<file path="config.mk">
export PLATFORM = sky130hd
export DESIGN_NAME = coda_scritture_flat
export DESIGN_NICKNAME = d
export VERILOG_FILES = /design/src/rtl/banco_pkg.sv /design/src/rtl/coda_scritture_if.sv /design/src/rtl/fifo_scritture.sv /design/src/rtl/coda_scritture.sv /design/src/flat_wrapper.sv
export SDC_FILE = /design/constraint.sdc
export NUM_CORES = 1
export LEC_CHECK = 0
export CAP_MARGIN = 5
export CORE_MARGIN = 2
export CORE_UTILIZATION = 50
export DETAILED_ROUTE_END_ITERATION = 8
export DONT_BUFFER_PORTS = 1
export GPL_TIMING_DRIVEN = 0
export SETUP_SLACK_MARGIN = 0.3
export SLEW_MARGIN = 20
export SYNTH_ARGS = -nofsm -noshare
export SYNTH_HDL_FRONTEND = slang
export SYNTH_HIERARCHICAL = 1
export SYNTH_SLANG_ARGS = --single-unit
</file>
<file path="constraint.sdc">
create_clock -name clk -period 3.5 [get_ports clk]
set_clock_uncertainty 0.15 [all_clocks]
set_input_delay 0.7 -clock clk [delete_from_list [all_inputs] [get_ports clk]]
set_output_delay 0.7 -clock clk [all_outputs]
set_load 0.05 [all_outputs]
</file>
<file path="src/rtl/banco_pkg.sv">
// Shared definitions for the write queue that sits in front of register bank banco.
package banco_pkg;

  localparam int M_DEF = 8;  // data width
  localparam int N_DEF = 4;  // address width
  localparam int D_DEF = 4;  // queue depth

  // One queued write request
  typedef struct packed {
    logic [N_DEF-1:0] addr;
    logic [M_DEF-1:0] data;
  } wr_entry_t;

  // Port-1 arbiter state; ISSUE means a queued write is on the bank port this cycle
  typedef enum logic {
    ARB_IDLE  = 1'b0,
    ARB_ISSUE = 1'b1
  } arb_state_t;

endpackage

</file>
<file path="src/rtl/coda_scritture_if.sv">
// Producer/reader side of the write queue.
//
// Handshakes: a push is taken on a rising edge where push=1 and full=0; a
// refused push is reported by push_err one cycle later. A read is taken on a
// rising edge where rd_req=1 and rd_gnt=1; while rd_gnt=0 the requester holds
// rd_req and rd_addr stable. rd_valid/rd_data follow a grant by exactly one cycle.
interface coda_scritture_if
  import banco_pkg::*;
#(
  parameter int M = M_DEF,
  parameter int N = N_DEF
);
  logic         push;
  logic [N-1:0] push_addr;
  logic [M-1:0] push_data;
  logic         full;
  logic         push_err;
  logic         rd_req;
  logic [N-1:0] rd_addr;
  logic         rd_gnt;
  logic         rd_valid;
  logic [M-1:0] rd_data;

  modport master (
    output push, push_addr, push_data, rd_req, rd_addr,
    input  full, push_err, rd_gnt, rd_valid, rd_data
  );

  modport slave (
    input  push, push_addr, push_data, rd_req, rd_addr,
    output full, push_err, rd_gnt, rd_valid, rd_data
  );
endinterface

</file>
<file path="src/rtl/fifo_scritture.sv">
// Circular write buffer. Exposes every slot in age order (index 0 = head)
// with a valid bit so the top level can search pending writes.
module fifo_scritture
  import banco_pkg::*;
#(
  parameter int W  = M_DEF + N_DEF,
  parameter int D  = D_DEF,
  parameter int LD = 2
) (
  input  logic                clk,
  input  logic                reset,
  input  logic                push,
  input  logic [W-1:0]        push_entry,
  input  logic                pop,
  output logic                full,
  output logic                empty,
  output logic [D-1:0][W-1:0] entries,
  output logic [D-1:0]        entry_valid
);

  logic [W-1:0]  mem [D];
  logic [LD-1:0] rd_ptr;
  logic [LD-1:0] wr_ptr;
  logic [LD:0]   cnt;
  logic          push_ok;
  logic          pop_ok;

  assign full    = (cnt == (LD+1)'(D));
  assign empty   = (cnt == '0);
  assign push_ok = push && !full;
  assign pop_ok  = pop && !empty;

  // Pointer and occupancy bookkeeping; pointers wrap naturally modulo D
  always_ff @(posedge clk) begin
    if (reset) begin
      rd_ptr <= '0;
      wr_ptr <= '0;
      cnt    <= '0;
    end else begin
      if (push_ok) wr_ptr <= wr_ptr + LD'(1);
      if (pop_ok)  rd_ptr <= rd_ptr + LD'(1);
      case ({push_ok, pop_ok})
        2'b10:   cnt <= cnt + (LD+1)'(1);
        2'b01:   cnt <= cnt - (LD+1)'(1);
        default: cnt <= cnt;
      endcase
    end
  end

  // Storage needs no reset: slots are only read when counted as valid
  always_ff @(posedge clk) begin
    if (push_ok) mem[wr_ptr] <= push_entry;
  end

  // Age-ordered view of the buffer for the forwarding search
  always_comb begin
    entries     = '0;
    entry_valid = '0;
    for (int i = 0; i < D; i++) begin
      entries[i]     = mem[rd_ptr + LD'(i)];
      entry_valid[i] = ((LD+1)'(i) < cnt);
    end
  end

endmodule

</file>
<file path="src/rtl/coda_scritture.sv">
// Write queue and port-1 arbiter in front of register bank banco.
// Reads win the port unless the queue is full; reads of addresses still
// pending in the queue or on the port are answered with the newest data.
module coda_scritture
  import banco_pkg::*;
#(
  parameter int M  = M_DEF,
  parameter int N  = N_DEF,
  parameter int D  = D_DEF,
  parameter int LD = 2
) (
  input  logic                clk,
  input  logic                reset,
  coda_scritture_if.slave     bus,
  output logic                b_wrt,
  output logic [N-1:0]        b_addr1,
  output logic [M-1:0]        b_min,
  input  logic [M-1:0]        b_mout1
);

  localparam int W = N + M;

  arb_state_t          state;
  logic                full;
  logic                empty;
  logic [D-1:0][W-1:0] entries;
  logic [D-1:0]        entry_valid;
  logic                gnt;
  logic                pop;
  logic                fwd_hit;
  logic [M-1:0]        fwd_data;
  logic                hit_q;
  logic [M-1:0]        fwd_q;
  logic                rd_valid_q;
  logic                push_err_q;

  fifo_scritture #(.W(W), .D(D), .LD(LD)) u_fifo (
    .clk        (clk),
    .reset      (reset),
    .push       (bus.push),
    .push_entry ({bus.push_addr, bus.push_data}),
    .pop        (pop),
    .full       (full),
    .empty      (empty),
    .entries    (entries),
    .entry_valid(entry_valid)
  );

  // A full queue blocks reads so the drain can make room
  assign gnt = bus.rd_req && !full;
  assign pop = !gnt && !empty;

  assign bus.rd_gnt   = gnt;
  assign bus.full     = full;
  assign bus.push_err = push_err_q;
  assign bus.rd_valid = rd_valid_q;
  assign bus.rd_data  = rd_valid_q ? (hit_q ? fwd_q : b_mout1) : '0;

  // The bank must never be written on a reset edge, even with a write in flight
  assign b_wrt = (state == ARB_ISSUE) && !reset;

  // Forwarding search: in-flight write is oldest, queue scanned head to tail so the newest match wins
  always_comb begin
    fwd_hit  = (state == ARB_ISSUE) && (b_addr1 == bus.rd_addr);
    fwd_data = b_min;
    for (int i = 0; i < D; i++) begin
      if (entry_valid[i] && (entries[i][W-1:M] == bus.rd_addr)) begin
        fwd_hit  = 1'b1;
        fwd_data = entries[i][M-1:0];
      end
    end
  end

  // Port-1 arbiter: read address, queued write, or idle
  always_ff @(posedge clk) begin
    if (reset) begin
      state   <= ARB_IDLE;
      b_addr1 <= '0;
      b_min   <= '0;
    end else if (gnt) begin
      state   <= ARB_IDLE;
      b_addr1 <= bus.rd_addr;
    end else if (!empty) begin
      state   <= ARB_ISSUE;
      b_addr1 <= entries[0][W-1:M];
      b_min   <= entries[0][M-1:0];
    end else begin
      state   <= ARB_IDLE;
    end
  end

  // Read return and push-refusal flags
  always_ff @(posedge clk) begin
    if (reset) begin
      rd_valid_q <= 1'b0;
      hit_q      <= 1'b0;
      fwd_q      <= '0;
      push_err_q <= 1'b0;
    end else begin
      rd_valid_q <= gnt;
      hit_q      <= fwd_hit;
      fwd_q      <= fwd_data;
      push_err_q <= bus.push && full;
    end
  end

endmodule

</file>
<file path="src/flat_wrapper.sv">
// flat-port wrapper written by rule: the top's interface ports become plain ports
module coda_scritture_flat import banco_pkg::*;
#(
  parameter int M  = M_DEF,
  parameter int N  = N_DEF,
  parameter int D  = D_DEF,
  parameter int LD = 2
)
  (clk, reset, b_wrt, b_addr1, b_min, b_mout1, bus_push, bus_push_addr, bus_push_data, bus_rd_req, bus_rd_addr, bus_full, bus_push_err, bus_rd_gnt, bus_rd_valid, bus_rd_data);
  coda_scritture_if #(.M(M), .N(N)) bus_i ();
  input  logic clk;
  input  logic reset;
  output logic b_wrt;
  output logic [N-1:0] b_addr1;
  output logic [M-1:0] b_min;
  input  logic [M-1:0] b_mout1;
  input wire logic [$bits(bus_i.push)-1:0] bus_push;
  input wire logic [$bits(bus_i.push_addr)-1:0] bus_push_addr;
  input wire logic [$bits(bus_i.push_data)-1:0] bus_push_data;
  input wire logic [$bits(bus_i.rd_req)-1:0] bus_rd_req;
  input wire logic [$bits(bus_i.rd_addr)-1:0] bus_rd_addr;
  output wire logic [$bits(bus_i.full)-1:0] bus_full;
  output wire logic [$bits(bus_i.push_err)-1:0] bus_push_err;
  output wire logic [$bits(bus_i.rd_gnt)-1:0] bus_rd_gnt;
  output wire logic [$bits(bus_i.rd_valid)-1:0] bus_rd_valid;
  output wire logic [$bits(bus_i.rd_data)-1:0] bus_rd_data;
  assign bus_i.push = bus_push;
  assign bus_i.push_addr = bus_push_addr;
  assign bus_i.push_data = bus_push_data;
  assign bus_i.rd_req = bus_rd_req;
  assign bus_i.rd_addr = bus_rd_addr;
  assign bus_full = bus_i.full;
  assign bus_push_err = bus_i.push_err;
  assign bus_rd_gnt = bus_i.rd_gnt;
  assign bus_rd_valid = bus_i.rd_valid;
  assign bus_rd_data = bus_i.rd_data;
  coda_scritture #(.M(M), .N(N), .D(D), .LD(LD)) u_core (.clk(clk), .reset(reset), .bus(bus_i), .b_wrt(b_wrt), .b_addr1(b_addr1), .b_min(b_min), .b_mout1(b_mout1));
endmodule
</file>
After elaboration in Yosys (flattened, before gate mapping)
Memory sizes are Yosys's and may differ from the RTL's. A register that Yosys moved wholly into a read port is not among the register bits.
Index checks and enable logic that the tools add are counted.
Storage, ports and cells
  bits in registers: 31
  latch bits: 0
  memory bits (writable): 48
  memory bits (read-only): 0
  bits of input ports: 28
  output and inout bits: 25
  memories kept: 1
Memory list
  u_core.u_fifo.mem: words 4, width 12, read ports 4, clocked after Yosys merged registers in 1, write ports 1, RTL line fifo_scritture.sv:21  | logic [W-1:0] mem [D];
Cells by class
  add/sub/neg operators: 6
  multiply operators: 0
  div/mod/pow operators: 0
  order comparisons: 4
  equality and inequality tests: 9
  shift-type cells: 0
  mux-type cells: 18
  bitwise gates (word level): 2
  reduce and logical (&&, ||, !) cells: 19
Operators with widths (count)
  $mux W8: 6
  $eq A4 B4 Y1: 5
  $logic_and A1 B1 Y1: 11
  $mux W4: 2
  $mux W1: 7
  $lt A1 B3 Y1 const A: 2
  $lt A2 B3 Y1 const A: 2
  $pmux W3 S2: 1
  $add A2 B1 Y2 const B: 2
  $add A2 B2 Y2 const B: 2
  $logic_not A1 Y1: 4
  $mux W2: 2
  $add A3 B1 Y3 const B: 1
  $eq A3 B3 Y1 const B: 1
  $logic_not A3 Y1: 1
  $sub A3 B1 Y3 const B: 1
  $eq A2 B1 Y1 const B: 1
  $eq A2 B2 Y1 const B: 1
  $ne A2 B2 Y1 const B: 1
  $not A1 Y1: 2
  $reduce_and A2 Y1: 1
  $reduce_bool A2 Y1: 1
  $reduce_or A2 Y1: 1

Longest topological paths before layout
Gate-level depths: netlist (run 1).
  depth in word-level cells: 8
  mapped depth: 13
  mapped depth without buffers: 12

Hierarchy
The synthesis (run 1) kept the hierarchy.
Modules (own cells, without submodules)
  fifo_scritture: instances 1, cells an instance 165, area an instance 3138.0 um^2, seq. area each 1621.6 um^2
  coda_scritture: instances 1, cells an instance 179, area an instance 1540.2 um^2, seq. area each 480.5 um^2

Worst setup path before layout (run 1)
No wires, ideal clock.
  path kind: reg2reg
  from: reg u_core.u_fifo.cnt[0]
  to: reg u_core.u_fifo.cnt[2]
  library setup time: 0.070 ns
  data arrival time: 2.613 ns
  required time: 3.280 ns
  path slack: 0.667 ns
  stages on the path, launching flop included: 13
  buffers on the path: 1
  period minus slack after synthesis: 2.833 ns
  cell sequence: dfxtp_1 inv_1 ha_1 and2_2 nand2b_1 nand2b_1 clkbuf_1 inv_2 inv_1 nor2_1 ha_1 or3_1 a21oi_1
On the way
  cells in the longest elaborated chain, start to end: 8
RTL lines
  from (decl): RTL line fifo_scritture.sv:24  | logic [LD:0] cnt;
  from (signal assigned): RTL line fifo_scritture.sv:43  | 2'b10: cnt <= cnt + (LD+1)'(1);
  from (signal assigned): RTL line fifo_scritture.sv:44  | 2'b01: cnt <= cnt - (LD+1)'(1);
  from (signal assigned): RTL line fifo_scritture.sv:45  | default: cnt <= cnt;
  $eq A3 B3 Y1 *: RTL line fifo_scritture.sv:28  | assign full = (cnt == (LD+1)'(D));
  named net bus_full: RTL line flat_wrapper.sv:22  | output wire logic [$bits(bus_i.full)-1:0] bus_full;
  $logic_not A1 Y1 *: RTL line coda_scritture.sv:50  | assign gnt = bus.rd_req && !full;
  $logic_and A1 B1 Y1 *: RTL line coda_scritture.sv:50
  $logic_not A1 Y1 *: RTL line coda_scritture.sv:51  | assign pop = !gnt && !empty;
  $logic_and A1 B1 Y1 *: RTL line coda_scritture.sv:51
  named net u_core.pop: RTL line coda_scritture.sv:29  | logic pop;
  $logic_and A1 B1 Y1 *: RTL line fifo_scritture.sv:31  | assign pop_ok = pop && !empty;
  named net u_core.u_fifo.pop_ok: RTL line fifo_scritture.sv:26  | logic pop_ok;
  $eq A2 B1 Y1 or $eq A2 B2 Y1 (tied branches): RTL line fifo_scritture.sv:42  | case ({push_ok, pop_ok})
  $pmux W3 S2 or $reduce_bool A2 Y1 (tied branches)
Mark *: on every way through the listed nets, which the timed path passes. The rest lies on a longest branch.
A chain may end at the register's enable or synchronous reset.

Worst setup path in the final report (run 1)
  from: reg u_core.u_fifo.cnt[1]
  to: reg u_core.u_fifo.cnt[2]
The elaborated chain is that of the path after synthesis.

==> metrics.md, run 1 <==
| Metric | Value |
|---|---|
| Min-delay worst type | in2reg |
| Via count | 2942 |
| CP Capture Type | flop |
| Worst Path Max Fanout | 10 |
| Root buf cell | clkbuf_8 |
| Syn nets | 381 |
| Worst-Skew Late Latency | 360 ps |
| Max VDD drop | 0.2261 mV |
| Final-report hold violation count | 0 |
| Worst-Margin Slew | 933.9 ps |
| Hold_buf cts | 0 |
| CP Cell Sequence | inv_1 -> ha_1 -> and2_2 -> nand2b_1 -> nand2b_1 -> clkbuf_2 -> inv_2 -> inv_1 -> nor2_1 -> ha_1 -> or3_1 -> a21oi_1 |
| FF-to-FF Start | u_core/u_fifo/cnt[1] |
| Die ar. | 0.01015 mm^2 |
| Final core utilization | 54.98% |
| Routed vias/inst | 6.246 |
| P&R area growth vs syn | 7.569% |
| Startpoint types | flop |
| Hold_sp | bus_push_data[5] |
| Grt ovf | 0 |
| Post-CTS setup buffers | 0 |
| Antenna violations before repair | 0 |
| CTS tree | yes |
| Final wirelength | 10340 um |
| Post-layout min period | 3003 ps |
| ANT cells | 0 |
| 1st-iter DRT viols | 173 |
| Lkg Pwr | 0.001670 uW |
| I/O pin count | 53 |
| CP max stage cell | dfxtp_1 |
| Commonest non-fill, non-tap cells in the layout | mux4_2, edfxtp_1, dfxtp_1, nand2_1 |
| Final setup TNS | 0 ps |
| Clk sinks | 81 |
| R2r setup slk | 500 ps |
| Worst hold path cell count | 0 |
| Synth cell types | 48 |
| Status | completed |
| Die X | 100.7 um |
| Worst Hold End | u_core/u_fifo/mem[3][5] |
| Wirelength per Cell | 21.95 um |
| First-pass DRT Iterations | 4 |
| Relative slew slack | 37.61% |
| DP Area | 0.004817 mm^2 |
| Number of port buffers | 0 |
| Slowest stage delay, CP | 400 ps |
| Max Fclk | 333.0 MHz |
| Worst reg2reg endpoint | u_core/u_fifo/cnt[2] |
| Core Area | 0.009153 mm^2 |
| Clock slew seen by the registers of the worst setup and hold paths | 100 ps |
| Total power | 3191 uW |
| H-tree depth | 3 |
| Seq cells post-synth | 81 |
| Syn_area_per_cell | 13.60 um^2 |
| CTS Buffer Depth | 2 |
| Worst setup startpoint | u_core/u_fifo/cnt[1] |
| Final worst-path cycle share | 85.79% |
| Sequential area share after synthesis | 44.93% |
| Chip Height | 100.7 um |
| YS warnings | 6 |
| Clock buffer count from CTS | 9 |
| First-pass GRT wire length | 16260 um |
| Post-Syn Instances | 344 |
| # Max-Cap Violations | 0 |
| Power Dens Cells | 634.0 mW/mm^2 |
| Layout cells sized above 1 | 29.17% |
| Max Slew Vio Count | 0 |
| Mapped Area | 0.004678 mm^2 |
| Tot GR Track Use | 21.59% |
| Dpl hpwl | 7581 um |
| Post-synth EDFFs | 48 |
| Placer Congestion | 0.7954 |
| Drt drc | 0 |
| Vias in the first global route | 2940 |
| Crit Path Class | reg2reg |
| CP Data Arrival Time | 3150 ps |
| Critical path required time | 3640 ps |
| Final net count | 392 |
| # fillers | 750 |
| RSZ-0062 raised after global routing | yes |
| Largest net degree at the start of global routing | 17 |
| Antenna Violating Nets Remaining | 0 |
| Final Cell Area | 0.005032 mm^2 |
| Predominant post-synthesis flop cell | edfxtp_1 |
| Asr flop ratio synth | 0% |
| Worst reg-to-reg path cell count | 12 |
| Starting density of the core | 51.11% |
| FP Rows | 35 |
| Final setup fails | 0 |
[cell usage after synthesis (2+ instances only)]
cell type  number  share of area (%)
edfxtp_1       48                 31
mux4_2         48                 23
dfxtp_1        33                 14
nand2_1        19                1.5
mux2i_1        14                3.0
nor2_1         14                1.1
a211oi_1       13                2.1
xnor2_1        12                2.2
a21oi_1        11                1.2
nor2b_1        10                1.3
buf_4           9                1.4
ha_1            9                2.4
inv_1           9               0.72
a22oi_1         8                1.3
buf_2           8               0.86
o21a_1          8                1.3
o22ai_1         8                1.1
o31ai_2         8                2.1
xor2_1          8                1.5
clkbuf_1        7               0.56
nand2b_1        5               0.67
and2_1          4               0.53
nand3_1         3               0.32
inv_2           2               0.16
nor3_1          2               0.21
or3_1           2               0.27
[worst max-delay path by stage]
stage | endpoint | slack (ps) | cells after the start
finish | u_core/u_fifo/cnt[2] | 500 | 12
global route | u_core/u_fifo/cnt[2] | 250 | 12
CTS | u_core/u_fifo/cnt[2] | 360 | 12
detailed placement | u_core/u_fifo/cnt[2] | 150 | 12
global placement | u_core/u_fifo/cnt[2] | 150 | 12
floorplan | u_core/u_fifo/cnt[2] | 670 | 12
[logic make-up after synthesis]
kind of cell	Yosys count	synth area share, %
flip-flops	81	44.93
AND/OR/NAND/NOR	69	7.890
AO/OA/AOI/OAI	66	10.83
multiplexers	63	26.34
buffers and inverters	36	3.851
XOR/XNOR	20	3.744
adder cells (fa/ha/maj)	9	2.407
[final cells by class]
cell class	count	area (um^2)	area share (%)
clock buffers	9	123.9	2.461
plain buffers	25	142.6	2.834
multi-input cells	227	2401	47.71
clock inverters	7	81.33	1.616
flip-flops and latches	81	2103	41.80
inverters	11	41.29	0.8205
well taps	111	138.9	2.760
[layer usage]
metal / vias up / track usage [%] / part of all wire [%]
met1: 1443 / 30.68 / 44
met3: 13 / 5.340 / 8.4
met2: 121 / 33.28 / 46
met4: 0 / 6.006 / 1.3
li1: 1365 / - / -
met5: - / 0 / 0
[timing repair]
item	CTS	global route
gates resized for setup	1	6
pin swaps	0	0
setup endpoints to repair	1	2
gates cloned	0	0
endpoints found under the hold margin	0	0
[flip-flops by register name, summed over array words and instances (netlist names), named ones only]
| name | cells |
|---|---|
| u_core/b_addr1 | 4 |
| u_core/hit_q | 1 |
| u_core/fwd_q | 8 |
| u_core/bus.push_err | 1 |
| u_core/bus.rd_valid | 1 |
| u_core/b_min | 8 |
| u_core/u_fifo/rd_ptr | 2 |
| u_core/state | 1 |
| u_core/u_fifo/wr_ptr | 2 |
| u_core/u_fifo/cnt | 3 |
| u_core/u_fifo/mem | 48 |
[power breakdown]
part           total (uW)  switching [uW]  leakage [uW]  internal, uW
clock network         729             385      0.000107           344
logic                1090             587      0.000852           504
registers            1370             226      0.000711          1150
total                3190            1200       0.00167          1990
[stage by stage]
stage	setup slack (ps)	cells	hold WS, ps
2_1_floorplan	667.1	344	363.6
3_3_place_gp	150.3	455	393.6
3_5_place_dp	149.1	455	409.7
4_1_cts	360.9	471	266.5
5_1_grt	248.2	471	256.5
6_report	497.3	471	275.6
[critical path, delay by kind of cell, from the launching register on]
| family | cells | cell delay [ps] |
|---|---|---|
| AO/OA/AOI/OAI | 1 | 150 |
| flip-flops | 1 | 400 |
| buffers and inverters | 4 | 660 |
| adder cells (fa/ha/maj) | 2 | 570 |
| AND/OR/NAND/NOR | 5 | 1020 |
No activity file was read; power rests on OpenSTA's default activity.
==> run 2: changes to the inputs <==
--- a/constraint.sdc
+++ b/constraint.sdc
@@ -4,2 +4,2 @@
 set_output_delay 0.7 -clock clk [all_outputs]
-set_load 0.05 [all_outputs]
+set_load 0.005 [all_outputs]
==> run 2 against run 1 <==
Effect of this change:
- sequential cell count did not move
- clock-buffer cell count stayed put
- wire length decreased by 0.25%
- sequential share of layout area barely moved
- clock power about the same
- worst setup slack improved by 67 ps
- utilization about the same
- fmax rose by 2.3%
- cell area is essentially flat
- via count is 0.37% higher
- first-iteration DRC count shrank 3.5%
==> metrics.md, run 2 (synthesized netlist as in run 1, its figures left out) <==
| Metric | Value |
|---|---|
| ANT cells | 0 (unchanged) |
| Antenna Violating Nets Remaining | 0 (unchanged) |
| Worst-Margin Slew | 710.9 ps (-223.0 ps) |
| Final Cell Area | 0.005031 mm^2 (about the same) |
| First-pass DRT Iterations | 4 (unchanged) |
| Power Dens Cells | 603.9 mW/mm^2 (-4.8%) |
| Grt ovf | 0 (unchanged) |
| Number of port buffers | 0 (unchanged) |
| Commonest non-fill, non-tap cells in the layout | mux4_2, edfxtp_1, dfxtp_1, nand2_1 |
| Worst Path Max Fanout | 10 (unchanged) |
| Placer Congestion | 0.7954 (unchanged) |
| CP Data Arrival Time | 3080 ps (-70 ps) |
| Crit Path Class | reg2reg |
| FP Rows | 35 (unchanged) |
| Final wirelength | 10310 um (-0.25%) |
| CTS Buffer Depth | 2 (unchanged) |
| 1st-iter DRT viols | 167 (-3.5%) |
| Switching Share | 34.39% (-3.1 points) |
| R2r setup slk | 560 ps (+70 ps) |
| Starting density of the core | 51.11% (unchanged) |
| H-tree depth | 3 (unchanged) |
| Final core utilization | 54.97% (about the same) |
| Final setup fails | 0 (unchanged) |
| Wirelength per Cell | 21.90 um (-0.25%) |
| Biggest register | u_core/u_fifo/mem |
| Routed vias/inst | 6.270 (+0.37%) |
| Min-delay worst type | in2reg |
| CTS tree | yes |
| First-pass GRT wire length | 16260 um (unchanged) |
| CP Cell Sequence | inv_1 -> ha_1 -> nor2b_4 -> clkbuf_2 -> nand2b_1 -> buf_2 -> inv_2 -> inv_1 -> nor2_1 -> ha_1 -> or3_1 -> a21oi_1 |
| I/O pin count | 53 (unchanged) |
| Final net count | 392 (unchanged) |
| Final cell count without fillers | 471 (unchanged) |
| Clock share of power | 24.0% (+1.2 points) |
| Internal power | 1993 uW (about the same) |
| Sw Pwr | 1045 uW (-13%) |
| Tot GR Track Use | 21.59% (unchanged) |
| Max reg flops | 48 (unchanged) |
| Most Used Layer, Global Route | met2 |
| # Max-Cap Violations | 0 (unchanged) |
| RSZ-0062 raised after global routing | no |
| Worst-Skew Late Latency | 360 ps (about the same) |
| CP max stage cell | or3_1 |
| # fillers | 751 (+0.13%) |
| Final worst-path cycle share | 83.88% (-1.9 points) |
| Final-report hold violation count | 0 (unchanged) |
| Antenna violations before repair | 0 (unchanged) |
| Via count | 2953 (+0.37%) |
| Max VDD drop | 0.2258 mV (-0.17%) |
| Final setup TNS | 0 ps (unchanged) |
| Clock slew seen by the registers of the worst setup and hold paths | 100 ps (about the same) |
| Critical path required time | 3640 ps (about the same) |
| Dpl cells | 455 (unchanged) |
| P&R area growth vs syn | 7.542% (about the same) |
| FF-to-FF Start | u_core/u_fifo/cnt[1] |
| Layout cells sized above 1 | 28.89% (-0.28 points) |
| Worst reg-to-reg path cell count | 12 (unchanged) |
| Root buf cell | clkbuf_8 |
| Largest net degree at the start of global routing | 17 (unchanged) |
| Core Area | 0.009153 mm^2 (unchanged) |
| Status | completed |
| Die X | 100.7 um (unchanged) |
| DP Area | 0.004817 mm^2 (unchanged) |
| Clock buffer count from CTS | 9 (unchanged) |
| Global Route met1 Usage | 30.68% (unchanged) |
| Hold_buf cts | 0 (unchanged) |
| Met3 usage | 5.340% (unchanged) |
| Dpl hpwl | 7581 um (unchanged) |
| Startpoint types | flop |
| GRT met2 Usage | 33.28% (unchanged) |
| Max Fclk | 340.6 MHz (+2.3%) |
| Logic gate share of total power | 34.6% (+0.4 points) |
| Post-CTS setup buffers | 0 (unchanged) |
| Drt drc | 0 (unchanged) |
| Hold_sp | bus_push_data[5] |
| Top flop regs | u_core/u_fifo/mem: 48 flops, u_core/b_min: 8 flops, u_core/fwd_q: 8 flops |
| Die ar. | 0.01015 mm^2 (unchanged) |
| Flop pwr share | 41.4% (-1.6 points) |
| Lkg Pwr | 0.001666 uW (-0.23%) |
| Max Slew Vio Count | 0 (unchanged) |
| Post-layout min period | 2936 ps (-67.08 ps) |
| Slowest stage delay, CP | 390 ps (about the same) |
| Clk sinks | 81 (unchanged) |
| CP Capture Type | flop |
| Vias in the first global route | 2940 (unchanged) |
| Chip Height | 100.7 um (unchanged) |
| Worst setup startpoint | u_core/u_fifo/cnt[1] |
| Relative slew slack | 52.60% (+15 points) |
| Worst hold path cell count | 0 (unchanged) |
-- run 2: layout make-up --
| class | instances | area, um^2 | area share (%) |
|---|---|---|---|
| Buffer | 25 | 141.4 | 2.810 |
| Multi-Input combinational cell | 227 | 2401 | 47.72 |
| Clock buffer | 9 | 123.9 | 2.462 |
| Clock inverter | 7 | 81.33 | 1.617 |
| Tap cell | 111 | 138.9 | 2.761 |
| Sequential cell | 81 | 2103 | 41.81 |
| Inverter | 11 | 41.29 | 0.8207 |
-- run 2: power by group through the flow --
stage | Sequential, uW | Combinational [uW] | Clock (uW)
after floorplan | 1240 | 849 | 0
after global placement | 1270 | 1030 | 0
after detailed placement | 1280 | 1050 | 0
after CTS | 1260 | 1050 | 744
after global routing | 1280 | 1160 | 784
final | 1260 | 1050 | 729
-- run 2: path summary, 6_finish.rpt --
check / to
max reg2reg: u_core/u_fifo/cnt[2]
max: u_core/u_fifo/cnt[2]
min reg2reg: u_core/b_min[4]
min: u_core/u_fifo/mem[3][5]
-- run 2: layer usage --
layer | vias up | wire, um
li1 | 1365 | -
met3 | 14 | 934
met4 | 0 | 152
met1 | 1449 | 4567
met2 | 125 | 4658
met5 | - | 0
-- run 2: stage by stage --
stage	power, uW	hold slack [ps]	setup slack [ps]
finish	3038	276.6	564.3
global route	3224	256.5	311.1
CTS	3051	266.5	360.9
detailed placement	2324	343.3	149.1
global placement	2304	337.3	150.3
floorplan	2092	315.9	695.7
-- run 2: worst max-delay path: cells and delay by family, from the launching register on --
family                   cells  cell delay, ps
flip-flops                   1             350
buffers and inverters        5             850
AND/OR/NAND/NOR              4             800
AO/OA/AOI/OAI                1             150
adder cells (fa/ha/maj)      2             550
-- run 2: repair_timing --
| action | in CTS | in global routing |
|---|---|---|
| gates cloned | 0 | 0 |
| resized for setup | 1 | 5 |
| endpoints found under the setup margin | 1 | 1 |
==> run 3: changes to the inputs <==
- clock period: 3.5 -> 2.8 ns (I/O delays scaled with it)
==> run 3 against run 2 <==
Effect of this change:
- fmax is 16% higher
- global-route usage is 0.40 points higher
- largest cell class unchanged
- power is 35% higher
- register-to-register slack worse by 290 ps
- combinational power is 56% higher
- utilization is 4.3 points higher
- via count is 2.6% higher
- wire length is 1.4% higher
- sequential power is 26% higher
- clock-buffer cell count stayed put
==> metrics.md, run 3 (synthesized netlist as in run 1, its figures left out) <==
| Metric | Value |
|---|---|
| Status | completed |
| Vias in the first global route | 3042 (+3.5%) |
| Via count | 3031 (+2.6%) |
| Relative slew slack | 56.81% (+4.2 points) |
| Critical path required time | 2950 ps (-690 ps) |
| Startpoint types | flop |
| # Max-Cap Violations | 0 (unchanged) |
| Final net count | 407 (+3.8%) |
| Internal power | 2710 uW (+36%) |
| Worst setup startpoint | u_core/u_fifo/cnt[0] |
| Antenna Violating Nets Remaining | 0 (unchanged) |
| Max Fclk | 396.2 MHz (+16%) |
| Hold_buf cts | 0 (unchanged) |
| Worst-Margin Slew | 647.9 ps (-63.09 ps) |
| Crit Path Class | reg2reg |
| Met2 wire len | 4824 um (+3.6%) |
| Switching Share | 34.09% (-0.30 points) |
| CTS tree | yes |
| Chip Height | 100.7 um (unchanged) |
| Die ar. | 0.01015 mm^2 (unchanged) |
| Worst-Skew Late Latency | 360 ps (about the same) |
| I/O pin count | 53 (unchanged) |
| Number of port buffers | 0 (unchanged) |
| Worst slack, placed | 43.91 ps (-105.2 ps) |
| Tot GR Track Use | 21.99% (+0.40 points) |
| Dpl hpwl | 7677 um (+1.3%) |
| Largest net degree at the start of global routing | 16 (-1) |
| Worst Hold End | u_core/u_fifo/mem[3][10] |
| Clk sinks | 81 (unchanged) |
| R2r setup slk | 280 ps (-290 ps) |
| Drt drc | 0 (unchanged) |
| FP Rows | 35 (unchanged) |
| Final wirelength | 10460 um (+1.4%) |
| CP Data Arrival Time | 2680 ps (-400 ps) |
| Clock share of power | 21.4% (-2.6 points) |
| First-pass DRT Iterations | 4 (unchanged) |
| Worst hold path cell count | 0 (unchanged) |
| Top flop regs | u_core/u_fifo/mem: 48 flops, u_core/b_min: 8 flops, u_core/fwd_q: 8 flops |
| Final Cell Area | 0.005423 mm^2 (+7.8%) |
| ANT cells | 0 (unchanged) |
| P&R area growth vs syn | 15.91% |
| Power Dens Cells | 758.2 mW/mm^2 (+26%) |
| Root buf cell | clkbuf_8 |
| Post-layout min period | 2524 ps (-411.5 ps) |
| Final worst setup slack | 275.8 ps (-288.5 ps) |
| FF-to-FF Start | u_core/u_fifo/cnt[0] |
| Max Slew Vio Count | 0 (unchanged) |
| H-tree depth | 3 (unchanged) |
| First-pass GRT wire length | 16840 um (+3.5%) |
| CTS Buffer Depth | 2 (unchanged) |
| Sw Pwr | 1402 uW (+34%) |
| Lkg Pwr | 0.001798 uW (+7.9%) |
| Met3 WL | 777 um (-17%) |
| Flop pwr share | 38.6% (-2.8 points) |
| Final worst-path cycle share | 90.15% (+6.3 points) |
| Final-report hold violation count | 0 (unchanged) |
| Clock buffer count from CTS | 9 (unchanged) |
| Layout cells sized above 1 | 38.67% (+9.8 points) |
| 1st-iter DRT viols | 236 (+41%) |
| Die X | 100.7 um (unchanged) |
| Routed vias/inst | 6.237 (-0.53%) |
| Worst Path Max Fanout | 10 (unchanged) |
| Max reg flops | 48 (unchanged) |
| Hold_sp | bus_push_addr[2] |
| Min-delay worst type | in2reg |
| Grt ovf | 0 (unchanged) |
| Logic gate share of total power | 40.0% (+5.4 points) |
| Final core utilization | 59.25% (+4.3 points) |
| Placer Congestion | 0.7994 (+0.50%) |
| Wirelength per Cell | 21.52 um (-1.7%) |
| Commonest non-fill, non-tap cells in the layout | mux4_2, edfxtp_1, dfxtp_1, nand2_1, buf_4 |
| DP Area | 0.004836 mm^2 (+0.39%) |
| Biggest register | u_core/u_fifo/mem |
| Met1 wire length | 4770 um (+4.4%) |
| Highest Signal Layer | met4 |
| Max VDD drop | 0.2813 mV (+25%) |
| Final setup TNS | 0 ps (unchanged) |
| Starting density of the core | 51.11% (unchanged) |
| Final setup fails | 0 (unchanged) |
| RSZ-0062 raised after global routing | yes |
| CP Capture Type | flop |
| Clock slew seen by the registers of the worst setup and hold paths | 100 ps (about the same) |
| Worst reg2reg endpoint | u_core/u_fifo/cnt[2] |
| Antenna violations before repair | 0 (unchanged) |
| Worst reg-to-reg path cell count | 12 (unchanged) |
| Core Area | 0.009153 mm^2 (unchanged) |
-- run 3: cell types whose count changed in the layout (fill, tap and decap cells not counted), sizes merged --
cell and delta:
buf +11, clkbuf +2, clkinv +1, clkinvlp +1, inv -2, nand3 +1, nor2 +1
-- run 3: repair_timing --
| item | CTS | global route |
|---|---|---|
| pin swaps | 2 | 5 |
| endpoints found under the setup margin | 13 | 12 |
| gates cloned | 2 | 0 |
| gates resized for setup | 22 | 45 |
| setup buffers | 4 | 9 |
-- run 3: worst max path at each step --
stage	to	slack (ps)
2_1_floorplan	u_core/u_fifo/cnt[2]	300
3_3_place_gp	u_core/u_fifo/cnt[2]	50
3_5_place_dp	u_core/u_fifo/cnt[2]	40
4_1_cts	u_core/u_fifo/cnt[2]	300
5_1_grt	u_core/u_fifo/cnt[2]	190
6_report	u_core/u_fifo/cnt[2]	280
-- run 3: final cells by class --
cell class              count  area (um^2)
inverters                  11        48.80
clock buffers               9        123.9
flip-flops and latches     81         2118
well taps                 111        138.9
clock inverters             7        76.32
repair buffers             13        97.59
multi-input cells         229         2575
plain buffers              25        244.0
fillers                   716         3730
-- run 3: per-stage QoR --
stage / cells / hold slack, ps / power [uW]
floorplan: 344 / 315.9 / 2648
global placement: 455 / 335.2 / 2898
detailed placement: 455 / 335.0 / 2917
CTS: 477 / 120.2 / 3930
global route: 486 / 116.9 / 4364
finish: 486 / 136.9 / 4111
-- run 3: power groups by stage --
stage,Sequential [uW],Clock (uW),Combinational [uW]
after global routing,1610,959,1790
after detailed placement,1610,0,1310
after CTS,1580,906,1450
after global placement,1600,0,1300
final,1590,881,1640
after floorplan,1560,0,1090
-- run 3: per-layer routing --
metal | vias to the layer above | global-route usage, %
li1 | 1401 | -
met1 | 1508 | 30.62
met2 | 114 | 33.44
met3 | 8 | 6.311
met4 | 0 | 7.165
met5 | - | 0
-- run 3: worst max-delay path, stage by stage, from the launching register on --
cell and delay, ps:
dfxtp_4 360, inv_1 50, ha_2 200, nor2b_4 120
clkbuf_4 170, nand2b_1 170, buf_8 160, inv_8 80
inv_2 60, nor2_2 120, ha_2 300, or3_4 390
a21oi_2 130
